`config.mk`:
```
export PLATFORM = sky130hd
export DESIGN_NAME = fl_skid_stats
export DESIGN_NICKNAME = d
export VERILOG_FILES = /design/src/rtl/fl_skid_stats.sv
export SDC_FILE = /design/constraint.sdc
export NUM_CORES = 1
export LEC_CHECK = 0
export CAP_MARGIN = 0
export CORE_MARGIN = 1.5
export CORE_UTILIZATION = 50
export CTS_BUF_LIST = sky130_fd_sc_hd__clkbuf_4
export DETAILED_ROUTE_END_ITERATION = 10
export PLACE_DENSITY = 0.83
export SYNTH_ARGS = -nofsm -noshare
export SYNTH_HDL_FRONTEND = slang
export SYNTH_SLANG_ARGS = --single-unit
```
`constraint.sdc`:
```
create_clock -name clk -period 9.37 [get_ports clk]
set_clock_uncertainty 0.1 [all_clocks]
set_input_delay 1.4055 -clock clk [delete_from_list [all_inputs] [get_ports clk]]
set_output_delay 1.4055 -clock clk [all_outputs]
set_load 0.005 [all_outputs]
```
`src/rtl/fl_skid_stats.sv`:
```
// FrameLink output stage: 2-entry skid buffer with a fully registered TX side,
// TX frame/byte statistics and sticky RX protocol error flags.
module fl_skid_stats #(
    parameter int unsigned DATA_WIDTH = 64,
    parameter int unsigned DREM_WIDTH = 3,
    parameter int unsigned CNT_WIDTH  = 32
) (
    input  logic                  clk,
    input  logic                  reset,
    input  logic [DATA_WIDTH-1:0] rx_data,
    input  logic [DREM_WIDTH-1:0] rx_rem,
    input  logic                  rx_sof_n,
    input  logic                  rx_eof_n,
    input  logic                  rx_sop_n,
    input  logic                  rx_eop_n,
    input  logic                  rx_src_rdy_n,
    output logic                  rx_dst_rdy_n,
    output logic [DATA_WIDTH-1:0] tx_data,
    output logic [DREM_WIDTH-1:0] tx_rem,
    output logic                  tx_sof_n,
    output logic                  tx_eof_n,
    output logic                  tx_sop_n,
    output logic                  tx_eop_n,
    output logic                  tx_src_rdy_n,
    input  logic                  tx_dst_rdy_n,
    input  logic                  cnt_clear,
    output logic [CNT_WIDTH-1:0]  frame_cnt,
    output logic [CNT_WIDTH-1:0]  byte_cnt,
    output logic [2:0]            err
);

    localparam int unsigned WordW = DATA_WIDTH + DREM_WIDTH + 4;
    // Idle word: zero data/rem, all active-low controls deasserted.
    localparam logic [WordW-1:0] WordRst = {{(DATA_WIDTH + DREM_WIDTH){1'b0}}, 4'hf};

    typedef enum logic [1:0] {StEmpty, StOne, StTwo} state_e;

    state_e               state_q, state_d;
    logic [WordW-1:0]     main_q, main_d;
    logic [WordW-1:0]     skid_q, skid_d;
    logic                 rx_busy_q;
    logic                 in_frame_q, in_frame_d;
    logic [CNT_WIDTH-1:0] frame_q, frame_d;
    logic [CNT_WIDTH-1:0] byte_q, byte_d;
    logic [CNT_WIDTH-1:0] byte_add;
    logic [2:0]           err_q, err_d, err_new;
    logic [WordW-1:0]     rx_word;
    logic                 rx_xfer, tx_xfer;

    assign rx_word = {rx_data, rx_rem, rx_sof_n, rx_eof_n, rx_sop_n, rx_eop_n};
    assign rx_xfer = ~rx_src_rdy_n & ~rx_busy_q;
    assign tx_xfer = (state_q != StEmpty) & ~tx_dst_rdy_n;

    assign {tx_data, tx_rem, tx_sof_n, tx_eof_n, tx_sop_n, tx_eop_n} = main_q;
    assign tx_src_rdy_n = (state_q == StEmpty);
    assign rx_dst_rdy_n = rx_busy_q;
    assign frame_cnt    = frame_q;
    assign byte_cnt     = byte_q;
    assign err          = err_q;

    always_comb begin
        state_d = state_q;
        main_d  = main_q;
        skid_d  = skid_q;
        unique case (state_q)
            StEmpty: begin
                if (rx_xfer) begin
                    main_d  = rx_word;
                    state_d = StOne;
                end
            end
            StOne: begin
                if (rx_xfer && tx_xfer) begin
                    main_d = rx_word;
                end else if (rx_xfer) begin
                    skid_d  = rx_word;
                    state_d = StTwo;
                end else if (tx_xfer) begin
                    state_d = StEmpty;
                end
            end
            StTwo: begin
                if (tx_xfer) begin
                    main_d  = skid_q;
                    state_d = StOne;
                end
            end
            default: state_d = StEmpty;
        endcase
    end

    // A clear in the same cycle as an increment leaves just the increment.
    always_comb begin
        byte_add = '0;
        if (tx_xfer) begin
            byte_add = tx_eop_n ? CNT_WIDTH'(DATA_WIDTH / 8)
                                : CNT_WIDTH'(tx_rem) + CNT_WIDTH'(1);
        end
        frame_d = (cnt_clear ? '0 : frame_q) + CNT_WIDTH'(tx_xfer & ~tx_eof_n);
        byte_d  = (cnt_clear ? '0 : byte_q) + byte_add;
    end

    always_comb begin
        err_new    = 3'b000;
        in_frame_d = in_frame_q;
        if (rx_xfer) begin
            err_new = {~rx_eof_n & rx_eop_n, rx_sof_n & ~in_frame_q, ~rx_sof_n & in_frame_q};
            if (!rx_eof_n) begin
                in_frame_d = 1'b0;
            end else if (!rx_sof_n) begin
                in_frame_d = 1'b1;
            end
        end
        err_d = (cnt_clear ? 3'b000 : err_q) | err_new;
    end

    always_ff @(posedge clk or posedge reset) begin
        if (reset) begin
            state_q    <= StEmpty;
            main_q     <= WordRst;
            skid_q     <= WordRst;
            rx_busy_q  <= 1'b1;
            in_frame_q <= 1'b0;
            frame_q    <= '0;
            byte_q     <= '0;
            err_q      <= 3'b000;
        end else begin
            state_q    <= state_d;
            main_q     <= main_d;
            skid_q     <= skid_d;
            rx_busy_q  <= (state_d == StTwo);
            in_frame_q <= in_frame_d;
            frame_q    <= frame_d;
            byte_q     <= byte_d;
            err_q      <= err_d;
        end
    end

endmodule

```
==> parameters.txt <==
Parameter                              Value

Worst setup path
  Worst Setup SP ... cnt_clear
  Critical Path Fanout Max ... 65
  Source of the worst register-to-register timing path ... state_q[1]
  Startpoint type of the worst setup path ... input pin
  Worst reg2reg path depth ... 8
  Category of the worst setup path capture point ... flop
  Required time worst endpoint ... 9.78 ns
  Setup CP Type ... in -> reg
  Worst path arrival time ... 4.38 ns

Timing
  Setup violations, final ... 0
  Setup total negative slack ... 0 ns
  Shortest period the worst path allows ... 3.97 ns
  Number of max-slew violations in the final report ... 0
  Max_slew headroom ... 26.7%
  WHS ... 0.380 ns
  Fin. Hold Viols ... 0
  Tcrit/Tclk final ... 42.3%
  Worst-Margin Slew ... approximately 1.1 ns
  Maximum achievable frequency ... 0.252 GHz
  Setup repair after global routing missed its margin ... no

Floorplan
  Top-level I/O count ... 216
  Area of the placeable core ... between 15000 and 20000 um^2
  X dimension of the die ... 143 um
  Die span in y ... 143 um
  Standard-cell rows ... 50
  Starting Density ... 51.5%
  Overall die area ... 20300 um^2

Global route
  Total gr overflow ... 0
  Maximum number of pins on one net before global-route repair ... 145
  Antenna violations before repair ... 0
  Via count of the first global-routing pass ... 7730
  Total global routing track utilization ... a little under a quarter
  Global-route wire length before repair ... 38200 um

Placement
  Global placement routability congestion ... around 0.8
  Number of buffer cells added on primary ports ... 215
  HPWL after DPL ... around 15000 um
  Placed cell area ... 12100 um^2

Clock tree
  Total of hold buffers inserted after clock tree synthesis ... 0
  TritonCTS clock tree ... built
  Clock sink count ... 213
  Cells resized by post-CTS repair ... 0
  Total clock buffers created by CTS ... 56
  H-tree depth reported by CTS ... 2
  Setup Fix Bufs, Post-CTS ... 0
  Clock transition time at the flip-flop clock pins of the worst setup and hold paths ... 0.07 ns
  CTS root buffer ... sky130_fd_sc_hd__clkbuf_4
  Worst-case clock buffer depth ... 3
  Clock latency at the later pin of the worst-skew pair ... 0.65 ns

Layout
  Fraction of layout instances using a drive strength above 1 ... between 15 and 20%
  Area added between synthesis and finish ... 31.7%
  Antenna cell count ... 0
  Number of nets in the finished design ... between 1000 and 1500
  Finished layout cell area ... ~13000 um^2

Logic synthesis
  Avg Inst Size Synth ... 11.3 um^2
  Net count after synthesis ... 947
  Yosys warnings ... 0
  Top FF cell, synth ... sky130_fd_sc_hd__dfrtp_1
  Synth area leaders ... sky130_fd_sc_hd__dfrtp_1 52%, sky130_fd_sc_hd__mux2_2 9.5%, sky130_fd_sc_hd__mux2i_1 7.9%
  Area share of the largest cell type after synthesis ... 52.4%
  Number of synthesized register bits ... 213
  Cell type with the highest aggregate area in the netlist ... sky130_fd_sc_hd__dfrtp_1
  Async set-reset flop share out of synthesis ... 100%
  Number of enable-type register cells in the synthesized netlist ... 0
  Portion of the post-synthesis area used by sequential elements ... between 50% and 60%
  Post-synthesis instance area ... 9730 um^2
  Number of distinct library cells after synthesis ... 56
  Post-Syn Instances ... about 860

Route
  Detail-routed via count per cell ... ~5.4
  Avg WL per Cell ... ~16 um
  Routed wire length ... 22900 um
  Detailed-routing iteration count for the pre-antenna-repair pass ... 5
  Initial detailed-routing violation count ... approximately 390
  Vias post-DR ... 7492
  DRC violations left ... 0
  Antenna Nets Post-Route ... 0

Pwr
  PnR Total Power ... ~3200 uW
  Max VDD drop ... 0.181 mV
  Leakage ... ~0.0053 uW
  Power per unit of standard cell area ... 249 nW/um^2

Flow run
  Number of maximum-capacitance constraint violations ... 0

Min path
  Hold Crit Depth ... 2
  Worst min path class ... reg -> reg
  HP Start ... main_q[64]

Run status
  Outcome ... complete, no violations
## per-stage QoR
stage,util [%],setup slack [ns],instances
final,67.9,5.40,1397
after global routing,67.9,5.15,1397
after CTS,67.9,5.46,1397
after detailed placement,64.0,4.77,1296
after global placement,64.0,4.88,1296
after floorplan,-,2.06,863
## cells in the final DEF (no fill, tap or decap), types with 3 or more instances in the layout
| master | n |
|---|---|
| sky130_fd_sc_hd__or3_1 | 4 |
| sky130_fd_sc_hd__o21a_1 | 4 |
| sky130_fd_sc_hd__clkinv_1 | 11 |
| sky130_fd_sc_hd__or4_1 | 9 |
| sky130_fd_sc_hd__o21ai_0 | 76 |
| sky130_fd_sc_hd__nor2_1 | 35 |
| sky130_fd_sc_hd__mux2_2 | 82 |
| sky130_fd_sc_hd__mux2i_1 | 77 |
| sky130_fd_sc_hd__dfrtp_1 | 204 |
| sky130_fd_sc_hd__ha_1 | 7 |
| sky130_fd_sc_hd__nand2_1 | 105 |
| sky130_fd_sc_hd__nand2b_1 | 6 |
| sky130_fd_sc_hd__clkdlybuf4s50_1 | 214 |
| sky130_fd_sc_hd__dfstp_2 | 9 |
| sky130_fd_sc_hd__a21oi_1 | 18 |
| sky130_fd_sc_hd__o311ai_0 | 3 |
| sky130_fd_sc_hd__clkbuf_4 | 87 |
| sky130_fd_sc_hd__inv_1 | 10 |
| sky130_fd_sc_hd__xnor2_1 | 22 |
| sky130_fd_sc_hd__nor4_1 | 15 |
| sky130_fd_sc_hd__nor2b_1 | 22 |
| sky130_fd_sc_hd__nand3_1 | 21 |
| sky130_fd_sc_hd__and4_1 | 6 |
| sky130_fd_sc_hd__o31ai_1 | 10 |
| sky130_fd_sc_hd__nand4_1 | 13 |
| sky130_fd_sc_hd__nor3_1 | 10 |
| sky130_fd_sc_hd__xor2_1 | 4 |
| sky130_fd_sc_hd__buf_4 | 7 |
| sky130_fd_sc_hd__o41ai_1 | 3 |
## synth_stat cells (all sizes together) (2+ instances only)
library cell and number:
a211oi 2, a21oi 19, a22o 2, and2 2, and3 2, and3b 3
and4 6, buf 19, clkbuf 30, dfrtp 204, dfstp 9, ha 7
inv 12, mux2 82, mux2i 77, nand2 105, nand2b 7, nand3 21
nand3b 3, nand4 13, nand4b 2, nor2 35, nor2b 23, nor3 12
nor4 15, o21a 4, o21ai 76, o311ai 3, o31a 2, o31ai 10
o41ai 3, or2 2, or3 5, or4 10, xnor2 22, xor2 4
## state kept, by name, summed over array words and instances (netlist names)
name / flops
frame_cnt: 32
err: 3
main_q: 71
rx_dst_rdy_n: 1
byte_cnt: 32
state_q: 2
skid_q: 71
in_frame_q: 1
## logic make-up after synthesis
| group | after synthesis | share of synthesized area [%] |
|---|---|---|
| simple gates | 269 | 14.2 |
| flops | 213 | 54.9 |
| mux | 159 | 17.4 |
| compound gates | 127 | 7.51 |
| buf+inv | 61 | 2.56 |
| xor+xnor | 26 | 2.34 |
| fa+ha+maj | 8 | 1.11 |
## layer usage
layer  global-route usage [%]  wire length, um
met1                     28.9             9450
met2                     38.0            10900
met3                     8.92             2130
met4                     7.16              376
met5                        0                0
## critical path, stage by stage
cell and delay [ns]:
sky130_fd_sc_hd__buf_2 0.08, sky130_fd_sc_hd__buf_4 0.52, sky130_fd_sc_hd__inv_2 0.41, sky130_fd_sc_hd__nand2_1 0.22
sky130_fd_sc_hd__inv_1 0.06, sky130_fd_sc_hd__ha_1 0.27, sky130_fd_sc_hd__a21oi_1 0.08, sky130_fd_sc_hd__o22a_1 0.47
sky130_fd_sc_hd__nor4b_1 0.46, sky130_fd_sc_hd__mux2_2 0.38
## path summary, 6_finish.rpt
| check | to | slack [ns] |
|---|---|---|
| worst max-delay path | byte_cnt[27] | 5.40 |
| worst min-delay path | main_q[64] | 0.38 |
| worst max register to register | byte_cnt[27] | 6.11 |
| worst min register to register | main_q[64] | 0.38 |
| max in group asynchronous | main_q[29] | 6.36 |
| min in group asynchronous | frame_cnt[13] | 1.28 |
## area by class of cell
class | count | area (um^2)
fillers | 1418 | 6070
flip-flops and latches | 213 | 5340
multi-input cells | 589 | 4170
repair buffers | 222 | 2200
clock buffers | 87 | 653
well taps | 260 | 325
clock inverters | 14 | 80.1
inverters | 12 | 52.6
## power by group
part	total (uW)	leakage, uW	switching, uW	internal (uW)
clock network	825	0.000440	377	447
registers	1440	0.00268	185	1250
logic	926	0.00214	374	552
total	3190	0.00527	936	2250
Power figures use the tool's default switching activity.
